### src/rtl/four_color_pkg.sv
// Shared definitions for the four-color map solver: map size, color width,
// search state encoding and the mapping from a region pair to its ADJ bit.
package four_color_pkg;

   localparam int N_REGIONS  = 6;
   localparam int COLOR_W    = 2;
   localparam int N_PAIRS    = N_REGIONS * (N_REGIONS - 1) / 2;
   localparam int IDX_W      = 3;
   localparam int PAIR_IDX_W = 4;
   localparam int LED_W      = N_REGIONS * COLOR_W;

   typedef enum logic [1:0] {
      TRY   = 2'd0,
      BACK  = 2'd1,
      FOUND = 2'd2,
      DONE  = 2'd3
   } state_t;

   // Pairs are numbered row by row through the upper triangle:
   // (0,1),(0,2),...,(0,5),(1,2),...,(4,5).
   function automatic logic [PAIR_IDX_W-1:0] pair_index(input int a, input int b);
      int lo;
      int hi;
      lo = (a < b) ? a : b;
      hi = (a < b) ? b : a;
      return PAIR_IDX_W'(lo * (2 * N_REGIONS - 1 - lo) / 2 + hi - lo - 1);
   endfunction

endpackage

### src/rtl/four_color_solver_if.sv
// Board-facing signals of the solver: raw push buttons in, LED display out.
interface four_color_solver_if;
   import four_color_pkg::*;

   logic [4:0]       pb;
   logic [LED_W-1:0] led;

   modport master (output pb, input led);
   modport slave  (input pb, output led);

endinterface

### src/rtl/four_color_solver_pb_debounce.sv
// One push button: two-flop synchronizer, stability counter, and a
// single-cycle pulse when the accepted level rises.
module pb_debounce #(
   parameter int DEBOUNCE_CYCLES = 1000
) (
   input  logic clk,
   input  logic rst_n,
   input  logic raw,
   output logic pulse
);

   localparam int CNT_W = (DEBOUNCE_CYCLES < 2) ? 1 : $clog2(DEBOUNCE_CYCLES + 1);
   localparam logic [CNT_W-1:0] CNT_LAST = CNT_W'(DEBOUNCE_CYCLES - 1);

   logic             sync_a;
   logic             sync_b;
   logic             level;
   logic [CNT_W-1:0] cnt;

   // Bring the asynchronous button into the clock domain.
   always_ff @(posedge clk or negedge rst_n) begin
      if (!rst_n) begin
         sync_a <= 1'b0;
         sync_b <= 1'b0;
      end else begin
         sync_a <= raw;
         sync_b <= sync_a;
      end
   end

   // Accept a new level only after it has differed for DEBOUNCE_CYCLES
   // consecutive cycles; flag a rising acceptance for exactly one cycle.
   always_ff @(posedge clk or negedge rst_n) begin
      if (!rst_n) begin
         level <= 1'b0;
         cnt   <= '0;
         pulse <= 1'b0;
      end else begin
         pulse <= 1'b0;
         if (sync_b == level) begin
            cnt <= '0;
         end else if (cnt == CNT_LAST) begin
            level <= sync_b;
            cnt   <= '0;
            pulse <= sync_b;
         end else begin
            cnt <= cnt + 1'b1;
         end
      end
   end

endmodule

### src/rtl/four_color_solver.sv
// Board top: backtracking search for proper 4-colorings of a 6-region map,
// one search step per clock, with the latest solution shown on the LEDs.
module four_color_solver
   import four_color_pkg::*;
#(
   parameter logic [N_PAIRS-1:0] ADJ             = 15'h533F,
   parameter int                 DEBOUNCE_CYCLES = 1000
) (
   input  logic                clk,
   input  logic                rst_n,
   four_color_solver_if.slave  bus
);

   localparam logic [IDX_W-1:0]   LAST_IDX  = IDX_W'(N_REGIONS - 1);
   localparam logic [COLOR_W-1:0] MAX_COLOR = '1;

   logic                restart_pulse;
   logic                next_pulse;
   logic [COLOR_W-1:0]  col [N_REGIONS];
   logic [IDX_W-1:0]    idx;
   logic [LED_W-1:0]    sol;
   logic [LED_W-1:0]    led_reg;
   state_t              state;
   logic                conflict;
   logic [COLOR_W-1:0]  cur_col;
   logic [COLOR_W-1:0]  prev_col;
   logic [LED_W-1:0]    packed_col;
   logic                unused_pb;

   // The reserved buttons are deliberately left unconnected.
   assign unused_pb = ^bus.pb[4:2];

   pb_debounce #(.DEBOUNCE_CYCLES(DEBOUNCE_CYCLES)) u_restart (
      .clk   (clk),
      .rst_n (rst_n),
      .raw   (bus.pb[0]),
      .pulse (restart_pulse)
   );

   pb_debounce #(.DEBOUNCE_CYCLES(DEBOUNCE_CYCLES)) u_next (
      .clk   (clk),
      .rst_n (rst_n),
      .raw   (bus.pb[1]),
      .pulse (next_pulse)
   );

   // Select the colors at the search position and just below it, and pack
   // the full assignment for the solution register.
   always_comb begin
      cur_col    = '0;
      prev_col   = '0;
      packed_col = '0;
      for (int i = 0; i < N_REGIONS; i++) begin
         if (idx == IDX_W'(i))     cur_col  = col[i];
         if (idx == IDX_W'(i + 1)) prev_col = col[i];
         packed_col[i*COLOR_W +: COLOR_W] = col[i];
      end
   end

   // A conflict exists when an earlier adjacent region shares the color
   // currently being tried at idx.
   always_comb begin
      conflict = 1'b0;
      for (int i = 1; i < N_REGIONS; i++) begin
         for (int j = 0; j < i; j++) begin
            if (idx == IDX_W'(i) && ADJ[pair_index(j, i)] && col[j] == col[i])
               conflict = 1'b1;
         end
      end
   end

   // Search FSM: restart wins over everything, otherwise one step per clock.
   always_ff @(posedge clk or negedge rst_n) begin
      if (!rst_n) begin
         for (int i = 0; i < N_REGIONS; i++) col[i] <= '0;
         idx   <= '0;
         sol   <= '0;
         state <= TRY;
      end else if (restart_pulse) begin
         for (int i = 0; i < N_REGIONS; i++) col[i] <= '0;
         idx   <= '0;
         sol   <= '0;
         state <= TRY;
      end else begin
         case (state)
            TRY: begin
               if (!conflict) begin
                  if (idx == LAST_IDX) begin
                     sol   <= packed_col;
                     state <= FOUND;
                  end else begin
                     idx <= idx + 1'b1;
                     for (int i = 0; i < N_REGIONS; i++)
                        if (IDX_W'(i) == idx + 1'b1) col[i] <= '0;
                  end
               end else if (cur_col != MAX_COLOR) begin
                  for (int i = 0; i < N_REGIONS; i++)
                     if (IDX_W'(i) == idx) col[i] <= cur_col + 1'b1;
               end else begin
                  state <= BACK;
               end
            end
            BACK: begin
               if (idx == '0) begin
                  sol   <= '1;
                  state <= DONE;
               end else begin
                  idx <= idx - 1'b1;
                  if (prev_col != MAX_COLOR) begin
                     for (int i = 0; i < N_REGIONS; i++)
                        if (IDX_W'(i + 1) == idx) col[i] <= prev_col + 1'b1;
                     state <= TRY;
                  end
               end
            end
            FOUND: begin
               // Asking for the next solution behaves like a conflict on
               // the last region.
               if (next_pulse) begin
                  if (cur_col != MAX_COLOR) begin
                     for (int i = 0; i < N_REGIONS; i++)
                        if (IDX_W'(i) == idx) col[i] <= cur_col + 1'b1;
                     state <= TRY;
                  end else begin
                     state <= BACK;
                  end
               end
            end
            DONE: begin
               state <= DONE;
            end
            default: state <= TRY;
         endcase
      end
   end

   // LED register mirrors the solution register only.
   always_ff @(posedge clk or negedge rst_n) begin
      if (!rst_n) led_reg <= '0;
      else        led_reg <= sol;
   end

   assign bus.led = led_reg;

endmodule

### src/flat_wrapper.sv
// flat-port wrapper written by rule: the top's interface ports become plain ports
module four_color_solver_flat import four_color_pkg::*;
#(
   parameter logic [N_PAIRS-1:0] ADJ             = 15'h533F,
   parameter int                 DEBOUNCE_CYCLES = 1000
)
  (clk, rst_n, bus_pb, bus_led);
  four_color_solver_if bus_i ();
  input  logic clk;
  input  logic rst_n;
  input wire logic [$bits(bus_i.pb)-1:0] bus_pb;
  output wire logic [$bits(bus_i.led)-1:0] bus_led;
  assign bus_i.pb = bus_pb;
  assign bus_led = bus_i.led;
  four_color_solver #(.ADJ(ADJ), .DEBOUNCE_CYCLES(DEBOUNCE_CYCLES)) u_core (.clk(clk), .rst_n(rst_n), .bus(bus_i));
endmodule
### config.mk
export PLATFORM = sky130hd
export DESIGN_NAME = four_color_solver_flat
export DESIGN_NICKNAME = d
export VERILOG_FILES = /design/src/rtl/four_color_pkg.sv /design/src/rtl/four_color_solver_if.sv /design/src/rtl/four_color_solver_pb_debounce.sv /design/src/rtl/four_color_solver.sv /design/src/flat_wrapper.sv
export SDC_FILE = /design/constraint.sdc
export NUM_CORES = 1
export LEC_CHECK = 0
export CAP_MARGIN = 20
export CORE_UTILIZATION = 35
export CTS_CLUSTER_DIAMETER = 30
export CTS_CLUSTER_SIZE = 8
export DETAILED_ROUTE_END_ITERATION = 10
export DONT_BUFFER_PORTS = 1
export GPL_ROUTABILITY_DRIVEN = 1
export REMOVE_ABC_BUFFERS = 1
export SKIP_CTS_REPAIR_TIMING = 1
export SYNTH_ARGS = -nofsm -noshare
export SYNTH_HDL_FRONTEND = slang
export SYNTH_HIERARCHICAL = 1
export SYNTH_SLANG_ARGS = --single-unit
### constraint.sdc
create_clock -name clk -period 3.53 [get_ports clk]
set_input_delay 0.353 -clock clk [delete_from_list [all_inputs] [get_ports clk]]
set_output_delay 0.353 -clock clk [all_outputs]
set_load 0.005 [all_outputs]
==> metrics.txt, run 1 <==
Leakage 1.94 nW; Die Area 0.0126 sq mm; unrepaired setup endpoints after global routing no; I/O Buffers 0; Die X 112 microns; TritonCTS clock tree built; Worst EP arrival 3.52 ns; Hold WS 0.0490 ns; IO Pins 19; H-tree Lvls 3; clock period minus worst slack 3.27 ns; Final Hold Viols 0; Cells after DPL 580; final non-filler cell total 598; Detail Route Antenna Nets 0; per-cell routed wire length 16.4 microns; number of CTS-inserted buffers 9; post-synth cell types 67; utilization after layout 0.411; total power draw 1.86 mW; Starting Density 0.366; RePlAce Congestion 0.889; post-synthesis sequential area ratio 0.407; Vias/cell 5.53; Final Worst Setup Slack 0.260 ns; deepest clock path buffer count 2; Post-synth ARST share 1.00; worst vdd ir 372 uV; Post-synth EDFFs 0; dpl hpwl 7010 microns; root buffer cell clkbuf_16; Die Span Y 112 microns; Nets 472; worst hold path type in -> reg; Pre-antenna DRT Iters 4; Setup CP Type reg -> reg; fmax 306 MHz; ant diodes 0; initial antenna violation count 0; status finished clean; final setup fails 0; Cell Rows 39; Syn Area/Cell 9.52 sq um; slew margin rel. 0.360; Worst setup EP type flop; largest net degree at the start of global routing 70; Cells after Synth 446; max cap viols 0; crit path launch type flop; Overflow after GRT 0; Final Skew 0.00630 ns; drt drc 0; Layout area overhead 12.3%; layout cells sized above 1 0.123; number of global-route vias before repair 3216; Clock Latency Late Sink 0.33 ns; synth warn 6; Core Area 0.0116 sq mm; area post-placement 0.00439 sq mm; via count 3308; #FFs+latches synth 69; Slew Viols, Final 0; Iteration-0 DRC Markers 266; CTS sink cnt 69; synthesized area 0.00425 sq mm; Top FF cell, synth dfrtp_1; setup TNS 0 ns; crit-path max FO 9; design area 0.00477 sq mm; Clk pin slew, worst setup/hold paths 0.06 ns; final wirelength 9820 microns; worst slack, placed 0.172 ns; post-route clock period utilization 0.926; Cell Pwr Density 391 mW/mm^2; Global Route Usage Sum 0.168; first-pass GRT wire length 16600 microns; Tightest Pin Transition 0.960 ns; Worst Path Required 3.78 ns
-- metal layers --
layer / vias up / routed length [microns] / track usage
met1: 1623 / 4630 / 0.227
met4: 0 / 124 / 0.0533
met5: - / 0 / 0
li1: 1615 / - / -
met3: 11 / 384 / 0.0405
met2: 59 / 4670 / 0.268
-- cells in the final DEF, fill, tap and decap left out, drive strengths merged, types with 15 or more instances in the layout --
cell type  instances
dfrtp             69
nand2             30
nor2              45
inv               26
o21ai             32
ha                15
a21oi             20
mux2i             15
buf               17
xor2              23
-- critical path, cell delays in order (launching register included) --
cell       delay, ns
dfrtp_1         0.37
inv_1           0.10
ha_1            0.30
or3b_2          0.50
a211oi_1        0.34
a311oi_1        0.10
buf_4           0.16
ha_1            0.21
o21ai_0         0.17
a21oi_1         0.09
buf_4           0.17
a2111oi_1       0.27
buf_4           0.20
mux2i_1         0.20
-- layout make-up --
cell class | count | area (sq um)
tap | 143 | 179
sequential | 69 | 1730
multi-input combinational | 325 | 2260
clock buffer | 10 | 229
fill | 1146 | 6840
clock inverter | 6 | 111
inverter | 27 | 101
timing repair buffer | 18 | 158
-- cells by family after synthesis --
group | count (synthesis) | share of synthesized area
flops | 69 | 0.407
buf+inv | 52 | 0.0610
mux | 18 | 0.0451
compound gates | 120 | 0.201
simple gates | 140 | 0.174
fa+ha+maj | 15 | 0.0442
xor+xnor | 32 | 0.0678
-- final timing paths --
| check | from | cells after the start | endpoint | slack, ns |
|---|---|---|---|---|
| setup / recovery | u_core/idx[1] | 13 | u_core/col[7] | 0.26 |
| hold / removal | bus_pb[1] | 0 | u_core/u_next/sync_a | 0.05 |
| setup reg to reg | u_core/idx[1] | 13 | u_core/col[7] | 0.26 |
| hold reg to reg | u_core/u_next/sync_a | 0 | u_core/u_next/sync_b | 0.35 |
| max in group asynchronous | rst_n | 2 | u_core/sol[5] | 2.68 |
| min in group asynchronous | rst_n | 2 | u_core/u_next/cnt[3] | 0.55 |
-- Yosys cell counts, drive strengths merged, types with 5 or more instances --
cell type | number | area share
a21oi | 20 | 0.024
o21ai | 32 | 0.038
nand2b | 5 | 0.0074
dfrtp | 69 | 0.41
nand2 | 30 | 0.027
a211oi | 8 | 0.014
xor2 | 23 | 0.049
xnor2 | 9 | 0.019
or3 | 9 | 0.017
mux2i | 15 | 0.035
nor3 | 5 | 0.0059
clkbuf | 12 | 0.013
nor2 | 45 | 0.040
or4 | 6 | 0.011
buf | 13 | 0.024
nand3 | 13 | 0.015
o2bb2ai | 12 | 0.025
ha | 15 | 0.044
inv | 26 | 0.023
-- report_power, final --
group / leakage [nW] / internal (mW) / switching [mW]
Sequential: 0.840 / 0.799 / 0.00834
Combinational: 0.936 / 0.0120 / 0.0250
Clock: 0.163 / 0.689 / 0.330
No activity file was read; power rests on OpenSTA's default activity.
==> inputs of run 2 (changes only) <==
--- a/config.mk
+++ b/config.mk
@@ -6,7 +6,8 @@
 export NUM_CORES = 1
 export LEC_CHECK = 0
 export CAP_MARGIN = 20
-export CORE_UTILIZATION = 35
+export CORE_ASPECT_RATIO = 1.5
+export CORE_UTILIZATION = 40
 export CTS_CLUSTER_DIAMETER = 30
 export CTS_CLUSTER_SIZE = 8
 export DETAILED_ROUTE_END_ITERATION = 10
==> run 2 against run 1 <==
Net effect:
- routed wire length up 10%
- setup slack better by 0.066 ns
- die area down 12%
- hold slack worse by 0.0011 ns
- critical endpoint is now u_core/col[1]
- largest power group unchanged
==> metrics.txt, run 2 (synthesis results as in run 1) <==
per-cell routed wire length 18.2 microns; Layout area overhead 11.4%; Vias/cell 5.72; Cells after DPL 577; Clock Latency Late Sink 0.34 ns; TritonCTS clock tree built; Global Route Usage Sum 0.223; Worst path most repeated cell ha_1; initial antenna violation count 0; Worst EP arrival 3.46 ns; drt drc 0; ant diodes 0; Die Area 0.0110 sq mm; CTS sink cnt 69; number of CTS-inserted buffers 9; crit path launch type flop; Die Span Y 128 microns; root buffer cell clkbuf_16; I/O Buffers 0; Tightest Pin Transition 0.834 ns; Crit path largest cell delay 0.49 ns; Final Worst Setup Slack 0.326 ns; dpl hpwl 7610 microns; setup TNS 0 ns; clock period minus worst slack 3.20 ns; total power draw 1.80 mW; Slew Viols, Final 0; status finished clean; first-pass GRT wire length 18600 microns; worst slack, placed 0.367 ns; fmax 312 MHz; Worst setup EP type flop; Core Area 0.0102 sq mm; fill count 1009; RePlAce Congestion 0.921; max cap viols 0; Pre-antenna DRT Iters 5; IO Pins 19; area of the multi-input gates 0.00226 sq mm; Reg area 0.00173 sq mm; deepest clock path buffer count 2; Leakage 1.92 nW; final wirelength 10800 microns; most frequent cells in the layout dfrtp_1 (69), nor2_1 (45), o21ai_0 (32); Detail Route Antenna Nets 0; Iteration-0 DRC Markers 268; Slowest-stage cell, CP ha_1; largest net degree at the start of global routing 70; layout cells sized above 1 0.119; H-tree Lvls 3; Worst Path Required 3.79 ns; crit-path max FO 14; most common cell after layout, fill and taps aside dfrtp_1; worst hold path type in -> reg; via count 3396; Setup CP Type reg -> reg; Cell Pwr Density 381 mW/mm^2; final setup fails 0; Starting Density 0.414; Nets 471; Cell Rows 45; worst vdd ir 287 uV; Final Hold Viols 0; hold path depth 0; Clk pin slew, worst setup/hold paths 0.06 ns; slew margin rel. 0.444; design area 0.00473 sq mm; post-route clock period utilization 0.908; area post-placement 0.00438 sq mm; Die X 86.1 microns; Final Skew 0.0111 ns; number of global-route vias before repair 3524; final non-filler cell total 594; Overflow after GRT 0; unrepaired setup endpoints after global routing no; cells on worst reg2reg path 13; cell chain of the critical path ha_1, ha_1, inv_1, or3_1, a41oi_1, ha_1, buf_4, inv_1, a21oi_1, a21oi_1, o21ai_0, nand2_1, mux2i_1
[run 2: cell types whose count changed in the layout (fill, tap and decap cells not counted)]
cell and delta:
clkinvlp_4 +1, a2111oi_2 -1, clkbuf_1 -1, bufinv_16 -1
a2111oi_1 +1, buf_4 -1
[run 2: power by group]
| part | internal, mW | leakage (nW) | total [mW] | switching, mW |
|---|---|---|---|---|
| logic | 0.0121 | 0.930 | 0.0372 | 0.0251 |
| clock network | 0.614 | 0.147 | 0.954 | 0.341 |
| registers | 0.799 | 0.840 | 0.808 | 0.00876 |
| total | 1.42 | 1.92 | 1.80 | 0.374 |
[run 2: final timing paths]
path | startpoint | to | slack (ns)
max | u_core/idx[0] | u_core/col[1] | 0.33
min in group asynchronous | rst_n | u_core/col[1] | 0.54
min | bus_pb[0] | u_core/u_restart/sync_a | 0.05
max reg2reg | u_core/idx[0] | u_core/col[1] | 0.33
min reg2reg | u_core/u_restart/sync_a | u_core/u_restart/sync_b | 0.35
max in group asynchronous | rst_n | u_core/sol[5] | 2.69
[run 2: metrics by stage]
step           hold WS, ns  utilization
6_report            0.0479        0.461
5_1_grt             0.0324        0.461
4_1_cts             -0.303        0.458
3_5_place_dp        0.0591        0.427
3_3_place_gp        0.0590        0.427
2_1_floorplan       0.0574            -
[run 2: area by class of cell]
cell class              instances  share of cell area
repair buffers                 17              0.0318
clock buffers                   9              0.0476
well taps                     141              0.0373
flip-flops and latches         69               0.365
multi-input cells             325               0.478
clock inverters                 6              0.0188
inverters                      27              0.0214
[run 2: metal layers]
layer  vias to the layer above  global-route usage  share of wire
li1                       1605                   -              -
met1                      1651               0.258           0.40
met2                       103               0.386           0.53
met3                        37              0.0309          0.027
met4                         0               0.134          0.048
met5                         -                   0              0
[run 2: worst max-delay path: cells and delay by family (launching register included)]
family,cells,cell delay [ns]
flip-flops,1,0.41
multiplexers,1,0.17
AND/OR/NAND/NOR,2,0.48
AO/OA/AOI/OAI,4,0.56
buffers and inverters,3,0.53
adder cells (fa/ha/maj),3,0.97
